[src/rtl/api_work_sched.sv]
// Work dispatcher: pops work words from the TX FIFO, shifts them MSB-first to the ASIC chain,
// strobes load, kicks api_timer and waits for it. Optional MISO capture under `API_MISO_EN.
module api_work_sched #(
    parameter int WORD_W = 32
) (
    input  logic              clk,
    input  logic              rst,
    input  logic              reg_rst,
    input  logic              reg_run,
    input  logic [7:0]        reg_word_num,
    input  logic [7:0]        reg_sck_div,
    input  logic              fifo_empty,
    input  logic [WORD_W-1:0] fifo_rdata,
    output logic              fifo_rd,
    output logic              spi_sck,
    output logic              spi_mosi,
    output logic              spi_load,
    output logic              timer_start,
    input  logic              timeout_busy,
    output logic              busy,
    output logic              work_done,
    output logic [2:0]        dbg_state
`ifdef API_MISO_EN
    ,
    input  logic              spi_miso,
    output logic [WORD_W-1:0] rx_data,
    output logic              rx_vld
`endif
);

    localparam int BW = $clog2(WORD_W);

    typedef enum logic [2:0] {
        S_IDLE  = 3'd0,
        S_FETCH = 3'd1,
        S_SHIFT = 3'd2,
        S_STALL = 3'd3,
        S_LOAD  = 3'd4,
        S_WAIT  = 3'd5
    } state_t;

    state_t            state_q;
    logic [WORD_W-1:0] shreg_q;
    logic [BW-1:0]     bit_q;
    logic [7:0]        word_q;
    logic [7:0]        div_q;
    logic              sck_q;
    logic              load_q;
    logic              timer_start_q;
    logic              work_done_q;
    logic              wait_first_q;
`ifdef API_MISO_EN
    logic [WORD_W-1:0] rx_sh_q;
    logic [WORD_W-1:0] rx_data_q;
    logic              rx_vld_q;
`endif

    logic       div_hit;
    logic       word_end;
    logic [8:0] word_max;
    logic       work_last;

    assign div_hit   = (div_q == reg_sck_div);
    assign word_end  = (state_q == S_SHIFT) && div_hit && sck_q && (bit_q == '0);
    assign word_max  = (reg_word_num == 8'd0) ? 9'd1 : {1'b0, reg_word_num};
    assign work_last = (({1'b0, word_q} + 9'd1) == word_max);

    // Pop is gated by empty and by the soft reset so a word is never lost to an abort.
    assign fifo_rd = !reg_rst && !fifo_empty &&
                     (((state_q == S_IDLE) && reg_run && !timeout_busy) ||
                      (state_q == S_STALL) ||
                      (word_end && !work_last));

    always_ff @(posedge clk or posedge rst) begin
        if (rst) begin
            state_q       <= S_IDLE;
            shreg_q       <= '0;
            bit_q         <= '0;
            word_q        <= '0;
            div_q         <= '0;
            sck_q         <= 1'b0;
            load_q        <= 1'b0;
            timer_start_q <= 1'b0;
            work_done_q   <= 1'b0;
            wait_first_q  <= 1'b0;
`ifdef API_MISO_EN
            rx_sh_q       <= '0;
            rx_data_q     <= '0;
            rx_vld_q      <= 1'b0;
`endif
        end else if (reg_rst) begin
            state_q       <= S_IDLE;
            shreg_q       <= '0;
            bit_q         <= '0;
            word_q        <= '0;
            div_q         <= '0;
            sck_q         <= 1'b0;
            load_q        <= 1'b0;
            timer_start_q <= 1'b0;
            work_done_q   <= 1'b0;
            wait_first_q  <= 1'b0;
`ifdef API_MISO_EN
            rx_sh_q       <= '0;
            rx_data_q     <= '0;
            rx_vld_q      <= 1'b0;
`endif
        end else begin
            timer_start_q <= 1'b0;
            work_done_q   <= 1'b0;
`ifdef API_MISO_EN
            rx_vld_q      <= 1'b0;
`endif
            case (state_q)
                S_IDLE: begin
                    if (fifo_rd) begin
                        word_q  <= '0;
                        state_q <= S_FETCH;
                    end
                end
                S_FETCH: begin
                    shreg_q <= fifo_rdata;
                    bit_q   <= BW'(WORD_W - 1);
                    div_q   <= '0;
                    sck_q   <= 1'b0;
                    state_q <= S_SHIFT;
                end
                S_SHIFT: begin
                    if (!div_hit) begin
                        div_q <= div_q + 8'd1;
                    end else begin
                        div_q <= '0;
                        if (!sck_q) begin
                            sck_q <= 1'b1;
`ifdef API_MISO_EN
                            rx_sh_q <= {rx_sh_q[WORD_W-2:0], spi_miso};
`endif
                        end else begin
                            sck_q   <= 1'b0;
                            shreg_q <= {shreg_q[WORD_W-2:0], 1'b0};
                            if (bit_q != '0) begin
                                bit_q <= bit_q - BW'(1);
                            end else begin
                                word_q <= word_q + 8'd1;
`ifdef API_MISO_EN
                                rx_data_q <= rx_sh_q;
                                rx_vld_q  <= 1'b1;
`endif
                                if (work_last) begin
                                    load_q  <= 1'b1;
                                    state_q <= S_LOAD;
                                end else if (fifo_rd) begin
                                    state_q <= S_FETCH;
                                end else begin
                                    state_q <= S_STALL;
                                end
                            end
                        end
                    end
                end
                S_STALL: begin
                    if (fifo_rd) state_q <= S_FETCH;
                end
                S_LOAD: begin
                    if (!div_hit) begin
                        div_q <= div_q + 8'd1;
                    end else begin
                        div_q         <= '0;
                        load_q        <= 1'b0;
                        timer_start_q <= 1'b1;
                        wait_first_q  <= 1'b1;
                        state_q       <= S_WAIT;
                    end
                end
                S_WAIT: begin
                    // The timer raises busy one cycle after start, so the first cycle is blind.
                    if (wait_first_q) begin
                        wait_first_q <= 1'b0;
                    end else if (!timeout_busy) begin
                        work_done_q <= 1'b1;
                        state_q     <= S_IDLE;
                    end
                end
                default: state_q <= S_IDLE;
            endcase
        end
    end

    assign spi_sck     = sck_q;
    assign spi_mosi    = shreg_q[WORD_W-1];
    assign spi_load    = load_q;
    assign timer_start = timer_start_q;
    assign work_done   = work_done_q;
    assign busy        = (state_q != S_IDLE);
    assign dbg_state   = state_q;
`ifdef API_MISO_EN
    assign rx_data     = rx_data_q;
    assign rx_vld      = rx_vld_q;
`endif

endmodule

[config.mk]
export PLATFORM = sky130hd
export DESIGN_NAME = api_work_sched
export DESIGN_NICKNAME = d
export VERILOG_FILES = /design/src/rtl/api_work_sched.sv
export SDC_FILE = /design/constraint.sdc
export NUM_CORES = 1
export LEC_CHECK = 0
export ABC_AREA = 1
export BUFFER_PORTS_ARGS = -buffer_cell sky130_fd_sc_hd__buf_2
export CAP_MARGIN = 20
export CORE_MARGIN = 2
export CORE_UTILIZATION = 56
export CTS_CLUSTER_SIZE = 40
export DETAILED_ROUTE_END_ITERATION = 10
export PLACE_DENSITY = 0.8
export SLEW_MARGIN = 20
export SYNTH_ARGS = -nofsm -noshare
export SYNTH_HDL_FRONTEND = slang
export SYNTH_SLANG_ARGS = --single-unit
[constraint.sdc]
create_clock -name clk -period 2.44 [get_ports clk]
set_input_delay 0.122 -clock clk [delete_from_list [all_inputs] [get_ports clk]]
set_output_delay 0.122 -clock clk [all_outputs]
set_load 0.01 [all_outputs]
==> run_results.csv <==
group,metric,value,unit
run_status,status,"finished, final reports clean",
synth,synth.distinct_cells,34,
finish,nets,637,
timing,max_slew_margin,66.4,%
synth,synth_cells,507,
worst_hold_path,min_from,"fifo_rdata[0]",
drt,route.detailed.drc,0,
drt,avgRoutedWirePerCell,12.1,um
global_routing,antenna_found_initial,0,
drt,drtIter0Drc,174,
placement,dp_hpwl,5540,um
drt,num_vias,3460,
global_routing,grt-ovfl-total,0,
finish,syn_to_final_growth,17.7,%
synth,syn_area,0.00363,mm2
timing,finalHoldViolCount,0,
floorplanning,die_h,84.5,um
cts,clock_latency,0.34,ns
synth,syn_area_per_cell,7.15,um2
worst_setup_path,endpoint,"fifo_rd",
synth,ys.flop_type,"dfrtp_1",
worst_setup_path,path_class,"flop to output pin",
floorplanning,start_util,57.4,%
synth,synth-seq-area-share,42.1,%
finish,final_cell_mix,"nand2_1, inv_1, buf_2, dfrtp_1, o21ai_0",
worst_setup_path,startpoint_type,"flop",
floorplanning,dieArea,0.00713,mm2
timing,worst_slack,0.115,ns
worst_setup_path,reg2reg_to,"word_q[7]$_DFFE_PP0P_",
cts,cts_tree,"done",
cts,cts_buffers,9,
global_routing,gr-usage-all-layers,23.4,%
floorplanning,num_rows,29,
drt,drtAntennaViolNets,0,
floorplanning,core,0.00631,mm2
timing,worst_pin_slew,0.504,ns
timing,post-route-period-util,95.3,%
cts,max-clock-path-buffers,2,
synth,yosysWarningCount,0,
finish,layout_commonest_cell,"nand2_1",
worst_hold_path,hp-class,"input pin to flop",
worst_setup_path,rr_startpoint,"word_q[1]$_DFFE_PP0P_",
cts,clock_sinks,61,
timing,fmax,430,MHz
floorplanning,die_x,84.5,um
finish,drive_gt1_share,20.0,%
timing,finalCriticalPeriod,2.33,ns
cts,htree_num_levels,3,
worst_setup_path,worstPathArrival,2.20,ns
drt,routed_wl,7990,um
cts,clkTransAtPathRegs,0.07,ns
job,max-cap-violations,0,
finish,diodes,0,
global_routing,grt_start_max_net_pins,67,
timing,tns,0,ns
timing,slew_violations,0,
timing,setup_viol,0,
synth,async_flop_share,100,%
timing,fin_skew,0.00951,ns
drt,viasPerCell,5.23,
pwr,p_total,0.00384,W
placement,gp_congestion,0.856,
worst_setup_path,worstPathMaxFanout,5,
synth,synth-edff-count,0,
drt,dr.pass1.iters,5,
finish,postLayoutCoreUtil,67.6,%
pwr,power_density,899,mW/mm2
synth,yosys_register_bits,61,
synth,syn_nets,565,
floorplanning,ios,64,
worst_setup_path,end_kind,"output pin",
worst_setup_path,cp-startpoint,"word_q[1]$_DFFE_PP0P_",
global_routing,grt_pass1_wl,13700,um
worst_setup_path,rrSetupSlack,0.29,ns
cts,cts-root-buf,"clkbuf_8",
worst_setup_path,r2r.worst_path.cells,17,
pwr,leakage,2.14,nW
global_routing,grt_pass1_vias,3152,
placement,port_buffers,63,
pwr,ir_drop,0.608,mV
placement,place_ws,0.329,ns
worst_setup_path,required,2.32,ns
[area by class of cell]
cell class | count | area, um2
flip-flops and latches | 61 | 1530
clock inverters | 6 | 63.8
multi-input cells | 358 | 1750
inverters | 74 | 278
repair buffers | 75 | 423
fillers | 547 | 2050
well taps | 77 | 96.3
clock buffers | 10 | 128
[cells by family (layout without fill, tap and decap cells)]
kind of cell,Yosys count,after routing,synth area share (%)
simple gates,237,237,28.2
compound gates,108,108,16.1
buf+inv,88,165,10.0
xor+xnor,9,9,2.17
fa+ha+maj,4,4,1.38
flops,61,61,42.1
[registers in the layout (all words and copies together) (netlist names)]
name,flops
timer_start,1
spi_sck,1
work_done,1
spi_load,1
word_q,8
bit_q,5
wait_first_q,1
div_q,8
dbg_state,3
shreg_q,32
[how the worst min path moves through the flow]
| stage | endpoint | slack, ns | depth (start not counted) |
|---|---|---|---|
| after floorplan | work_done$_DFF_PP0_ | 0.19 | 1 |
| after CTS | shreg_q[0]$_DFFE_PP0P_ | 0.02 | 3 |
| after detailed placement | shreg_q[7]$_DFFE_PP0P_ | 0.16 | 2 |
| final | shreg_q[0]$_DFFE_PP0P_ | 0.02 | 3 |
| after global routing | shreg_q[31]$_DFFE_PP0P_ | 0.05 | 3 |
| after global placement | shreg_q[7]$_DFFE_PP0P_ | 0.15 | 2 |
[Yosys cell counts, types with 2 or more instances]
cell type  number  area share [%]
nand2_4         2            0.62
nor2_1         35             3.6
o211ai_1        3            0.62
o21ai_0        56             7.7
ha_1            4             1.4
xnor2_1         7             1.7
o21ai_1        20             2.8
inv_2           6            0.62
a21oi_1        17             2.3
nand2_2         4            0.69
xor2_1          2            0.48
nor2_2          5            0.86
nand3_1        27             3.7
nor2_4          2            0.62
inv_1          68             7.0
dfrtp_1        61              42
a31oi_1         3            0.52
nand4_1         4            0.69
nor3_1          7            0.97
clkbuf_1        9            0.93
nand2_1       147              15
a21oi_2         2            0.48
buf_6           4             1.2
o21a_1          2            0.41
[critical path, stage by stage, from the launching register on]
cell	delay [ns]
dfrtp_1	0.40
ha_2	0.23
nand2_1	0.12
nor2_4	0.17
nand2_1	0.08
nand2_2	0.08
nand2_1	0.05
nand2_1	0.05
nand2_1	0.06
nor2_2	0.10
nand3_2	0.12
nand2_2	0.08
nand2_2	0.06
nand2_4	0.09
inv_1	0.04
buf_2	0.13
[metrics by stage]
stage               hold slack, ns  std cells  area [um2]
global route                0.0523        661        4270
finish                      0.0246        661        4270
floorplan                    0.193        507        3630
CTS                         0.0165        656        4210
global placement             0.152        638        4000
detailed placement           0.158        638        4000
[report_power, final]
| group | switching, W | internal, W |
|---|---|---|
| Combinational | 0.000990 | 0.000503 |
| Clock | 0.000418 | 0.000469 |
| Sequential | 0.000136 | 0.00132 |
| Total | 0.00154 | 0.00229 |
[per-layer routing]
| layer | vias up | share of wire (%) | GRT usage, % |
|---|---|---|---|
| met5 | - | 0 | 0 |
| met3 | 7 | 4.9 | 4.33 |
| li1 | 1773 | - | - |
| met4 | 0 | 0.89 | 8.08 |
| met2 | 98 | 46 | 37.0 |
| met1 | 1582 | 48 | 32.8 |
[timing repair]
action,in CTS,in global routing
endpoints found under the setup margin,0,2
gates resized for setup,0,5
buffers inserted,0,5
hold buffers,2,0
endpoints found under the hold margin,21,0
No activity file was read; power rests on OpenSTA's default activity.
